## src/rtl/pe_array_tile_ctrl_pkg.sv

```systemverilog
// Shared definitions for the PE array tile sequencer: FSM state encoding and
// register-file bank select values.
package pe_array_tile_ctrl_pkg;

    typedef enum logic [2:0] {
        StIdle    = 3'd0,
        StPreload = 3'd1,
        StRun     = 3'd2,
        StDrain   = 3'd3,
        StDone    = 3'd4
    } ctrl_state_e;

    // Bank under compute; the load side always writes the opposite bank.
    localparam logic BankA = 1'b0;  // read through r_addr1
    localparam logic BankB = 1'b1;  // read through r_addr2

endpackage

```

## src/rtl/pe_array_tile_ctrl_rf_wrap_counter.sv

```systemverilog
// Free-running address counter for a register-file bank: counts 0..2**WIDTH-1
// on enable, then wraps to 0. The wrap pulse flags the step from the last
// address back to 0 (i.e. a full bank has been walked).
module pe_array_tile_ctrl_rf_wrap_counter #(
    parameter int unsigned WIDTH = 2
) (
    input  logic             clk,
    input  logic             reset,
    input  logic             en,
    input  logic             clr,
    output logic [WIDTH-1:0] value,
    output logic             wrap
);

    logic [WIDTH-1:0] value_q;

    // Address register; clear takes priority over counting.
    always_ff @(posedge clk) begin
        if (reset || clr) begin
            value_q <= '0;
        end else if (en) begin
            value_q <= value_q + 1'b1;
        end
    end

    assign value = value_q;
    assign wrap  = en & (value_q == {WIDTH{1'b1}});

endmodule

```

## src/rtl/pe_array_tile_ctrl.sv

```systemverilog
// Ping-pong tile sequencer for the PE array: loads one tile of activation and
// weight words from the GBF bus into the idle RF bank while the array computes
// on the other bank, then swaps banks at the tile boundary.
module pe_array_tile_ctrl
    import pe_array_tile_ctrl_pkg::*;
#(
    parameter int unsigned ROW                = 16,
    parameter int unsigned COL                = 16,
    parameter int unsigned RF_ADDR_BITWIDTH   = 2,
    parameter int unsigned PSUM_ADDR_BITWIDTH = 2,
    parameter int unsigned TILE_BITWIDTH      = 8,
    parameter int unsigned MAC_LATENCY        = 1
) (
    input  logic                          clk,
    input  logic                          reset,
    input  logic                          start,
    input  logic [TILE_BITWIDTH-1:0]      cfg_num_tiles,
    input  logic [ROW*COL-1:0]            cfg_pe_mask,
    input  logic                          gbf_valid,
    output logic                          gbf_ready,
    output logic                          actv_sel,
    output logic                          wgt_sel,
    output logic [ROW*COL-1:0]            actv_en,
    output logic [ROW*COL-1:0]            wgt_en,
    output logic [RF_ADDR_BITWIDTH-1:0]   actv_w_addr,
    output logic [RF_ADDR_BITWIDTH-1:0]   wgt_w_addr,
    output logic [RF_ADDR_BITWIDTH-1:0]   actv_r_addr1,
    output logic [RF_ADDR_BITWIDTH-1:0]   actv_r_addr2,
    output logic [RF_ADDR_BITWIDTH-1:0]   wgt_r_addr1,
    output logic [RF_ADDR_BITWIDTH-1:0]   wgt_r_addr2,
    output logic [ROW*COL-1:0]            MAC_en,
    output logic                          psum_en,
    output logic [PSUM_ADDR_BITWIDTH-1:0] psum_addr1,
    output logic [PSUM_ADDR_BITWIDTH-1:0] psum_addr2,
    output logic [PSUM_ADDR_BITWIDTH-1:0] psum_write_addr,
    output logic                          busy,
    output logic                          done
);

    localparam int unsigned NumPe  = ROW * COL;
    localparam int unsigned DrainW = (MAC_LATENCY > 1) ? $clog2(MAC_LATENCY) : 1;

    ctrl_state_e               state_q;
    logic [TILE_BITWIDTH-1:0]  num_tiles_q;
    logic [NumPe-1:0]          mask_q;
    logic [TILE_BITWIDTH-1:0]  tile_q;
    logic [DrainW-1:0]         drain_q;
    logic                      sel_q;
    logic                      gbf_ready_q;
    logic [NumPe-1:0]          mac_q;
    logic                      computing_q;  // read counter walking the compute bank
    logic                      load_done_q;  // next tile fully written into idle bank
    logic                      psum_en_q;
    logic                      busy_q;
    logic                      done_q;

    logic                        beat;
    logic                        cnt_clr;
    logic                        r_en;
    logic [RF_ADDR_BITWIDTH-1:0] w_addr;
    logic [RF_ADDR_BITWIDTH-1:0] r_addr;
    logic                        w_wrap;
    logic                        r_wrap;
    logic [TILE_BITWIDTH-1:0]    tile_last;
    logic [TILE_BITWIDTH-1:0]    tile_next;
    logic                        last_tile;
    logic                        load_now;
    logic                        rd_done;
    logic                        tile_end;
    logic                        psum_wrap;

    assign beat      = gbf_valid & gbf_ready_q;
    assign cnt_clr   = (state_q == StIdle) & start;
    assign r_en      = (state_q == StRun) & computing_q;
    assign tile_last = num_tiles_q - TILE_BITWIDTH'(1);
    assign tile_next = tile_q + TILE_BITWIDTH'(1);
    assign last_tile = (tile_q == tile_last);
    // The beat that completes the next tile counts in the same cycle, so a
    // load finishing together with the read swaps banks without a bubble.
    assign load_now  = load_done_q | w_wrap;
    assign rd_done   = computing_q ? r_wrap : 1'b1;
    assign tile_end  = rd_done & (load_now | last_tile);
    assign psum_wrap = (tile_q[PSUM_ADDR_BITWIDTH-1:0] == {PSUM_ADDR_BITWIDTH{1'b1}});

    pe_array_tile_ctrl_rf_wrap_counter #(
        .WIDTH(RF_ADDR_BITWIDTH)
    ) u_w_cnt (
        .clk  (clk),
        .reset(reset),
        .en   (beat),
        .clr  (cnt_clr),
        .value(w_addr),
        .wrap (w_wrap)
    );

    pe_array_tile_ctrl_rf_wrap_counter #(
        .WIDTH(RF_ADDR_BITWIDTH)
    ) u_r_cnt (
        .clk  (clk),
        .reset(reset),
        .en   (r_en),
        .clr  (cnt_clr),
        .value(r_addr),
        .wrap (r_wrap)
    );

    // Sequencer FSM with registered control outputs.
    always_ff @(posedge clk) begin
        if (reset) begin
            state_q     <= StIdle;
            num_tiles_q <= '0;
            mask_q      <= '0;
            tile_q      <= '0;
            drain_q     <= '0;
            sel_q       <= BankA;
            gbf_ready_q <= 1'b0;
            mac_q       <= '0;
            computing_q <= 1'b0;
            load_done_q <= 1'b0;
            psum_en_q   <= 1'b0;
            busy_q      <= 1'b0;
            done_q      <= 1'b0;
        end else begin
            done_q <= 1'b0;
            unique case (state_q)
                StIdle: begin
                    if (start) begin
                        num_tiles_q <= cfg_num_tiles;
                        mask_q      <= cfg_pe_mask;
                        tile_q      <= '0;
                        sel_q       <= BankA;
                        psum_en_q   <= 1'b0;
                        load_done_q <= 1'b0;
                        busy_q      <= 1'b1;
                        if (cfg_num_tiles == '0) begin
                            state_q <= StDone;
                            done_q  <= 1'b1;
                        end else begin
                            state_q     <= StPreload;
                            gbf_ready_q <= 1'b1;
                        end
                    end
                end
                StPreload: begin
                    if (w_wrap) begin
                        state_q     <= StRun;
                        sel_q       <= ~sel_q;
                        tile_q      <= '0;
                        computing_q <= 1'b1;
                        mac_q       <= mask_q;
                        load_done_q <= 1'b0;
                        gbf_ready_q <= (tile_last != '0);
                    end
                end
                StRun: begin
                    if (w_wrap) begin
                        load_done_q <= 1'b1;
                        gbf_ready_q <= 1'b0;
                    end
                    if (tile_end) begin
                        if (last_tile) begin
                            state_q     <= StDrain;
                            computing_q <= 1'b0;
                            mac_q       <= '0;
                            gbf_ready_q <= 1'b0;
                            drain_q     <= '0;
                        end else begin
                            sel_q       <= ~sel_q;
                            tile_q      <= tile_next;
                            computing_q <= 1'b1;
                            mac_q       <= mask_q;
                            load_done_q <= 1'b0;
                            gbf_ready_q <= (tile_next < tile_last);
                            if (psum_wrap) begin
                                psum_en_q <= ~psum_en_q;
                            end
                        end
                    end else if (rd_done) begin
                        // Compute finished before the next tile arrived: stall.
                        computing_q <= 1'b0;
                        mac_q       <= '0;
                    end
                end
                StDrain: begin
                    if (drain_q == DrainW'(MAC_LATENCY - 1)) begin
                        state_q <= StDone;
                        done_q  <= 1'b1;
                    end else begin
                        drain_q <= drain_q + DrainW'(1);
                    end
                end
                StDone: begin
                    state_q <= StIdle;
                    busy_q  <= 1'b0;
                end
                default: begin
                    state_q <= StIdle;
                end
            endcase
        end
    end

    assign gbf_ready       = gbf_ready_q;
    assign actv_sel        = sel_q;
    assign wgt_sel         = sel_q;
    assign actv_en         = mask_q & {NumPe{beat}};
    assign wgt_en          = mask_q & {NumPe{beat}};
    assign actv_w_addr     = w_addr;
    assign wgt_w_addr      = w_addr;
    // Only the compute bank sees the read counter; the idle bank reads 0.
    assign actv_r_addr1    = (sel_q == BankA) ? r_addr : '0;
    assign actv_r_addr2    = (sel_q == BankB) ? r_addr : '0;
    assign wgt_r_addr1     = (sel_q == BankA) ? r_addr : '0;
    assign wgt_r_addr2     = (sel_q == BankB) ? r_addr : '0;
    assign MAC_en          = mac_q;
    assign psum_en         = psum_en_q;
    assign psum_addr1      = tile_q[PSUM_ADDR_BITWIDTH-1:0];
    assign psum_addr2      = tile_q[PSUM_ADDR_BITWIDTH-1:0];
    assign psum_write_addr = tile_q[PSUM_ADDR_BITWIDTH-1:0];
    assign busy            = busy_q;
    assign done            = done_q;

endmodule

```

## config.mk

```make
export PLATFORM = sky130hd
export DESIGN_NAME = pe_array_tile_ctrl
export DESIGN_NICKNAME = d
export VERILOG_FILES = /design/src/rtl/pe_array_tile_ctrl_pkg.sv /design/src/rtl/pe_array_tile_ctrl_rf_wrap_counter.sv /design/src/rtl/pe_array_tile_ctrl.sv
export SDC_FILE = /design/constraint.sdc
export NUM_CORES = 1
export LEC_CHECK = 0
export CAP_MARGIN = 20
export CORE_AREA = 2 2 408 410
export CTS_BUF_LIST = sky130_fd_sc_hd__clkbuf_4 sky130_fd_sc_hd__clkbuf_8 sky130_fd_sc_hd__clkbuf_16
export DETAILED_ROUTE_END_ITERATION = 8
export DIE_AREA = 0 0 410 412
export GPL_TIMING_DRIVEN = 1
export SLEW_MARGIN = 10
export SYNTH_ARGS = -nofsm -noshare
export SYNTH_HDL_FRONTEND = slang
export SYNTH_HIERARCHICAL = 1
export SYNTH_SLANG_ARGS = --single-unit
```

## constraint.sdc

```tcl
create_clock -name clk -period 2.6 [get_ports clk]
set_input_delay 0.26 -clock clk [delete_from_list [all_inputs] [get_ports clk]]
set_output_delay 0.26 -clock clk [all_outputs]
set_load 0.03 [all_outputs]
```

# --- Yosys cells after proc, flatten, opt, wreduce, memory -nomap -nowiden ---
# Cells that the tools add are included.
# Widths: inputs -> output; s select.
totals:
  regBits: 543
  input_bits: 268
  out_inout_bits: 792
  word_cells: 123
classes:
  add_sub_neg: 5
  magnitude_cmp: 1
  n_eq_ne: 18
  muxes: 55
  bitwise: 11
  reduce_logical: 18
ops:
  columns: ["op", "count"]
  rows:
  - ["$mux 256", 4]
  - ["$pmux 256 s2", 1]
  - ["$and 256x256->256", 1]
  - ["$mux 8", 4]
  - ["$mux 1", 28]
  - ["$pmux 8 s3", 1]
  - ["$reduce_and 5->1", 4]
  - ["$mux 3", 6]
  - ["$ne 2x2->1 const B", 8]
  - ["$pmux 3 s4", 1]
  - ["$pmux 1 s2", 5]
  - ["$pmux 1 s3", 3]
  - ["$reduce_and 3->1", 3]
  - ["$add 8x1->8 const B", 1]
  - ["$eq 8x8->1", 1]
  - ["$logic_not 8->1", 1]
  - ["$lt 8x8->1", 1]
  - ["$reduce_bool 2->1", 4]
  - ["$reduce_bool 8->1", 1]
  - ["$sub 8x1->8 const B", 1]
  - ["$and 1x1->1", 6]
  - ["$eq 2x2->1 const B", 3]
  - ["$eq 3x2->1 const B", 2]
  - ["$ne 3x3->1 const B", 2]
  - ["11 further kinds", 16]

# --- Logic depth before layout (Yosys ltp) ---
depth:
  depth_word: 7
  mapped_depth: 14

# --- Modules after synthesis ---
# Netlist, hierarchy kept.
by_module_without_submodules:
  columns: ["module", "instances", "cells_per_inst", "area_each_um2"]
  rows:
  - ["pe_array_tile_ctrl", 1, 2475, 22009.9]
  - ["pe_array_tile_ctrl_rf_wrap_counter", 2, 8, 98.8]

# --- Least setup slack after synthesis ---
# Ideal clock, no wire load.
synth_path:
  path_kind: "register to register"
  from: "register state_q[1]"
  to: "register mac_q[10], in the netlist MAC_en[10]"
  arrival_ns: 2.715
  t_required_ns: 2.540
  setup_slack_ns: -0.175
  stages_incl_launch_ff: 13
  n_path_buf: 3
  synth_period_minus_slack_ns: 2.775
  path_cell_list: "dfxtp_1 > buf_1 > and3_1 > clkbuf_1 > and2_1 > and2_2 > inv_1 > nand2_1 > nand3_1 > a21oi_1 > nor3b_2 > clkbuf_1 > a22o_1"
synth_between:
  elab_chain_len: 7
  elab_cells_between_ends: 12
synth_lines:
  columns: ["item", "line", "source"]
  rows:
  - ["start, declared", "pe_array_tile_ctrl.sv:43", "ctrl_state_e state_q;"]
  - ["start signal, assigned", "pe_array_tile_ctrl.sv:110", "state_q <= StIdle;"]
  - ["start signal, assigned", "pe_array_tile_ctrl.sv:136", "state_q <= StDone;"]
  - ["start signal, assigned", "pe_array_tile_ctrl.sv:139", "state_q <= StPreload;"]
  - ["$eq 3x2->1 *", "pe_array_tile_ctrl.sv:74", "assign r_en = (state_q == StRun) & computing_q;"]
  - ["$and 1x1->1 *", "pe_array_tile_ctrl.sv:74", null]
  - ["named net r_en", "pe_array_tile_ctrl.sv:59", "logic r_en;"]
  - ["$and 1x1->1 *", "pe_array_tile_ctrl_rf_wrap_counter.sv:27", "assign wrap = en & (value_q == {WIDTH{1'b1}});"]
  - ["named net r_wrap", "pe_array_tile_ctrl.sv:63", "logic r_wrap;"]
  - ["$mux 1 *", "pe_array_tile_ctrl.sv:81", "assign rd_done = computing_q ? r_wrap : 1'b1;"]
  - ["$and 1x1->1", "pe_array_tile_ctrl.sv:82", "assign tile_end = rd_done & (load_now | last_tile);"]
  - ["$ne 3x3->1 (no source line) / $mux 256 (equally long branches)", null, null]
  - ["$reduce_and 3->1 (no source line) / $pmux 256 s2 (equally long branches)", null, null]
  - ["end signal, assigned", "pe_array_tile_ctrl.sv:150", "mac_q <= mask_q;"]
  - ["end signal, assigned", "pe_array_tile_ctrl.sv:171", "mac_q <= mask_q;"]
  - ["end, declared", "pe_array_tile_ctrl.sv:50", "logic [NumPe-1:0] mac_q;"]
# Mark *: on every way through the listed nets, which the timed path passes. The rest lies on a longest branch.
# A chain may end at the register's enable or synchronous reset.

# --- Worst setup path after layout ---
layout_path:
  from: "register num_tiles_q[2]"
  to: "register mac_q[2], in the netlist MAC_en[2]"
layout_between:
  elab_chain_len: 6
  elab_cells_between_ends: 9
layout_lines:
  columns: ["item", "line", "source"]
  rows:
  - ["start, declared", "pe_array_tile_ctrl.sv:44", "logic [TILE_BITWIDTH-1:0] num_tiles_q;"]
  - ["start signal, assigned", "pe_array_tile_ctrl.sv:128", "num_tiles_q <= cfg_num_tiles;"]
  - ["$sub 8x1->8 *", "pe_array_tile_ctrl.sv:75", "assign tile_last = num_tiles_q - TILE_BITWIDTH'(1);"]
  - ["$eq 8x8->1 *", "pe_array_tile_ctrl.sv:77", "assign last_tile = (tile_q == tile_last);"]
  - ["$or 1x1->1", "pe_array_tile_ctrl.sv:82", null]
  - ["$and 1x1->1", "pe_array_tile_ctrl.sv:82", null]
  - ["$ne 3x3->1 (no source line) / $mux 256 (equally long branches)", null, null]
  - ["$reduce_and 3->1 (no source line) / $pmux 256 s2 (equally long branches)", null, null]
# Mark *: on every way between the ends. The rest lies on a longest branch, timed or not.

==> results.yml <==
run_status:
  status: "finished, violations left"
  violations: "setup timing"
route:
  viasPerCell: 3.98
  post_drt_wl_per_cell_um: 26.8
  firstDrtPassIters: 5
  vias: 22000
  route.antenna.remaining_nets: 0
  drt-initial-drc-count: 1665
  wl_um: 148000
  drcViolationCount: 0
floorplan:
  ios: 1060
  initial_core_util_pct: 13.5
  die_w_um: 410
  die_area_sq_um: 169000
  core_area_sq_um: 164000
  die_height_um: 412
  rows: 149
yosys:
  ys_seq_area_share_pct: 48.9
  synthXorXnorAreaFrac_pct: 1.19
  yosys_warnings: 6
  yosys.cell_types.count: 51
  syn_area_sq_um: 22200
  synth-simple-area-share_pct: 18.1
  synth_top_family_by_area: "simple AND/OR/NAND/NOR gates"
  syn_inst: 2491
  synth_edf_count: 0
  syn_avg_cell_area_sq_um: 8.92
  async_flop_share_pct: 0
  dominantRegCellSynth: "dfxtp_1"
  ys_seq_elements: 542
  syn-num-nets: 2771
  synthMuxAreaShare_pct: 0.0901
  synthAdderAreaFrac_pct: 0.721
  synth_compound_area_share_pct: 17.3
sta:
  fin_crit_ns: 2.76
  timing.final.hold_violations: 0
  worst_slack_ns: -0.161
  setup_viol_count_final: 228
  slew_headroom_pct: 41.8
  fin_crit_sh_pct: 106
  max_freq_mhz: 362
  rsz0062_at_grt: "true"
  worst_pin_slew_ns: 0.873
  tns_ns: -13.62
  slew_violations: 0
  fin_worst_skew_ns: 0.0247
place:
  placed_cell_area_sq_um: 35100
  hpwl_um: 113000
  routabilityCongestion: 0.926
  io_buffers: 1059
  dp_slack_ns: -0.235
critical_path:
  path_class: "reg2reg"
  crit_buf_inv: 4
  arrival_ns: 3.31
  path_cells: "or4_4, or4_4, xnor2_2, nand4_2, a21oi_4, nor3b_4, buf_6, buf_12, buf_12, buf_16, a22o_1"
  cp.required_ns: 3.15
  start_kind: "register"
  endpoint_kind: "register"
  critPathTopFamily: "simple AND/OR/NAND/NOR gates"
  cp_slowest_cell: "or4_4"
  cp_max_fo: 8
  critPathMaxStageDelay_ns: 0.54
final_layout:
  synthToLayoutAreaGrowth_pct: 72.0
  final_common_cell: "clkdlybuf4s50_1"
  fin_util_pct: 23.3
  seqCellArea_sq_um: 10900
  drive_above_1_share_pct: 18.6
  final_cell_mix: "clkdlybuf4s50_1 (636), dfxtp_1 (540), nand2_1 (537), a21oi_1 (283), a22o_1 (256)"
  fin_nets: 3563
  multi_input_area_sq_um: 8510
  fillers: 17700
  fin_area_sq_um: 38200
run:
  cap_violations: 0
pwr:
  powerDensity_nw_per_um2: 576
  internal_power_mw: 15.9
  pwr-share-seq_pct: 40.1
  p_sw_mw: 6.12
  swShare_pct: 27.8
  finalPower_mw: 22.0
  max-vdd-ir-drop_mv: 0.467
  power.leakage_nw: 15.9
  combPwrFrac_pct: 12.2
  power_frac_clock_pct: 47.6
global_route:
  grt_pass1_vias: 20600
  antenna_found_initial: 37
  grt-ovfl-total: 0
  grt_max_degree: 115
  grt_pass1_wl_um: 190000
  grt.total_usage_pct: 16.4
clocking:
  cts_sinks: 542
  numCtsBuffers: 70
  clock_path_buffers: 3
  h-tree-depth: 3
  clk_latency_ns: 0.67
  cts_root_buf: "clkbuf_16"
  path_clk_slew_ns: 0.06
  cts_tree: "yes"
worst_hold_path:
  hp-class: "in2reg"
[sequential cells by signal, indices dropped and copies added, names as in the netlist]
signal	cells
done	1
psum_en	1
busy	1
actv_sel	1
state_q	3
gbf_ready	1
MAC_en	256
u_w_cnt/value	2
mask_q	256
num_tiles_q	8
u_r_cnt/value	2
load_done_q	1
tile_q	8
computing_q	1
[Yosys cell counts (2+ instances only)]
| master | count | area, sq um |
|---|---|---|
| ha_1 | 12 | 150 |
| o21a_1 | 3 | 22.5 |
| a21oi_1 | 283 | 1420 |
| nand4_1 | 8 | 50.1 |
| nor2_1 | 11 | 41.3 |
| a211oi_1 | 3 | 22.5 |
| and2_2 | 2 | 15.0 |
| o21ai_0 | 11 | 55.1 |
| nor3_1 | 8 | 40.0 |
| buf_4 | 269 | 2020 |
| xnor3_1 | 4 | 90.1 |
| nor4b_1 | 2 | 17.5 |
| nor2b_1 | 3 | 18.8 |
| and3_1 | 258 | 1610 |
| xnor2_1 | 15 | 131 |
| mux2i_1 | 2 | 20.0 |
| nor3b_1 | 2 | 15.0 |
| clkbuf_1 | 178 | 668 |
| nor3_2 | 4 | 40.0 |
| inv_1 | 8 | 30.0 |
| and2_1 | 4 | 25.0 |
| a22o_1 | 256 | 2240 |
| buf_1 | 3 | 11.3 |
| nand2_1 | 537 | 2020 |
| a31oi_1 | 2 | 12.5 |
| nand3_1 | 8 | 40.0 |
| buf_6 | 27 | 304 |
| dfxtp_1 | 542 | 10900 |
| nor4_1 | 2 | 12.5 |
| xor2_1 | 3 | 26.3 |
[what timing repair did]
item,4_1_cts,5_1_grt
setup buffers,8,3
hold endpoints to repair,14,0
gates resized for setup,295,28
hold buffers,1,0
pin swaps,34,0
endpoints found under the setup margin,659,486
gates cloned,7,5
[final cells by class]
cell class,instances,area share (%)
repair buffers,1197,35.6
flip-flops and latches,542,28.4
multi-input cells,1463,22.3
well taps,2189,7.17
clock buffers,95,5.35
clock inverters,28,1.04
inverters,9,0.108
diodes,6,0.0393
[worst reg2reg max path: cells and delay by family, from the launching register on]
kind,cells,cell delay (ns)
compound gates,2,0.42
xor+xnor,1,0.15
buf+inv,4,0.57
flops,1,0.32
simple gates,4,1.22
[power groups by stage]
stage	Combinational, mW	Sequential (mW)	Clock (mW)
2_1_floorplan	1.21	8.90	0
3_3_place_gp	2.58	9.00	0
3_5_place_dp	2.59	9.00	0
4_1_cts	2.70	8.82	10.8
5_1_grt	2.86	8.85	11.1
6_report	2.69	8.82	10.5
[logic make-up after synthesis]
group / after synthesis
simple gates: 858
compound gates: 567
flops: 542
buf+inv: 486
xor+xnor: 23
fa+ha+maj: 13
mux: 2
[metrics by stage]
| stage | cells | hold slack (ns) |
|---|---|---|
| finish | 5529 | 0.135 |
| global route | 5524 | 0.0839 |
| detailed placement | 5376 | 0.453 |
| global placement | 5376 | 0.451 |
| CTS | 5515 | 0.0490 |
| floorplan | 2491 | 0.331 |
[path summary, 6_finish.rpt]
check,start,end,slack (ns),cells past startpoint
max,num_tiles_q[2]$_SDFFE_PP0P_,MAC_en[2]$_SDFFE_PP0P_,-0.16,11
min,gbf_valid,u_w_cnt/value[0]$_SDFFE_PP0P_,0.13,4
max reg2reg,num_tiles_q[2]$_SDFFE_PP0P_,MAC_en[2]$_SDFFE_PP0P_,-0.16,11
min reg2reg,mask_q[58]$_SDFFE_PP0P_,mask_q[58]$_SDFFE_PP0P_,0.47,2
[layer usage]
metal  GRT usage [%]  wire [um]  vias up
met5               0         46        -
met3            5.52      12800      196
met4            4.39       4110        8
li1                -          -     9920
met1            20.0      60400    10900
met2            27.4      70500     1054
Note: power is estimated with default switching activity, not from simulation.
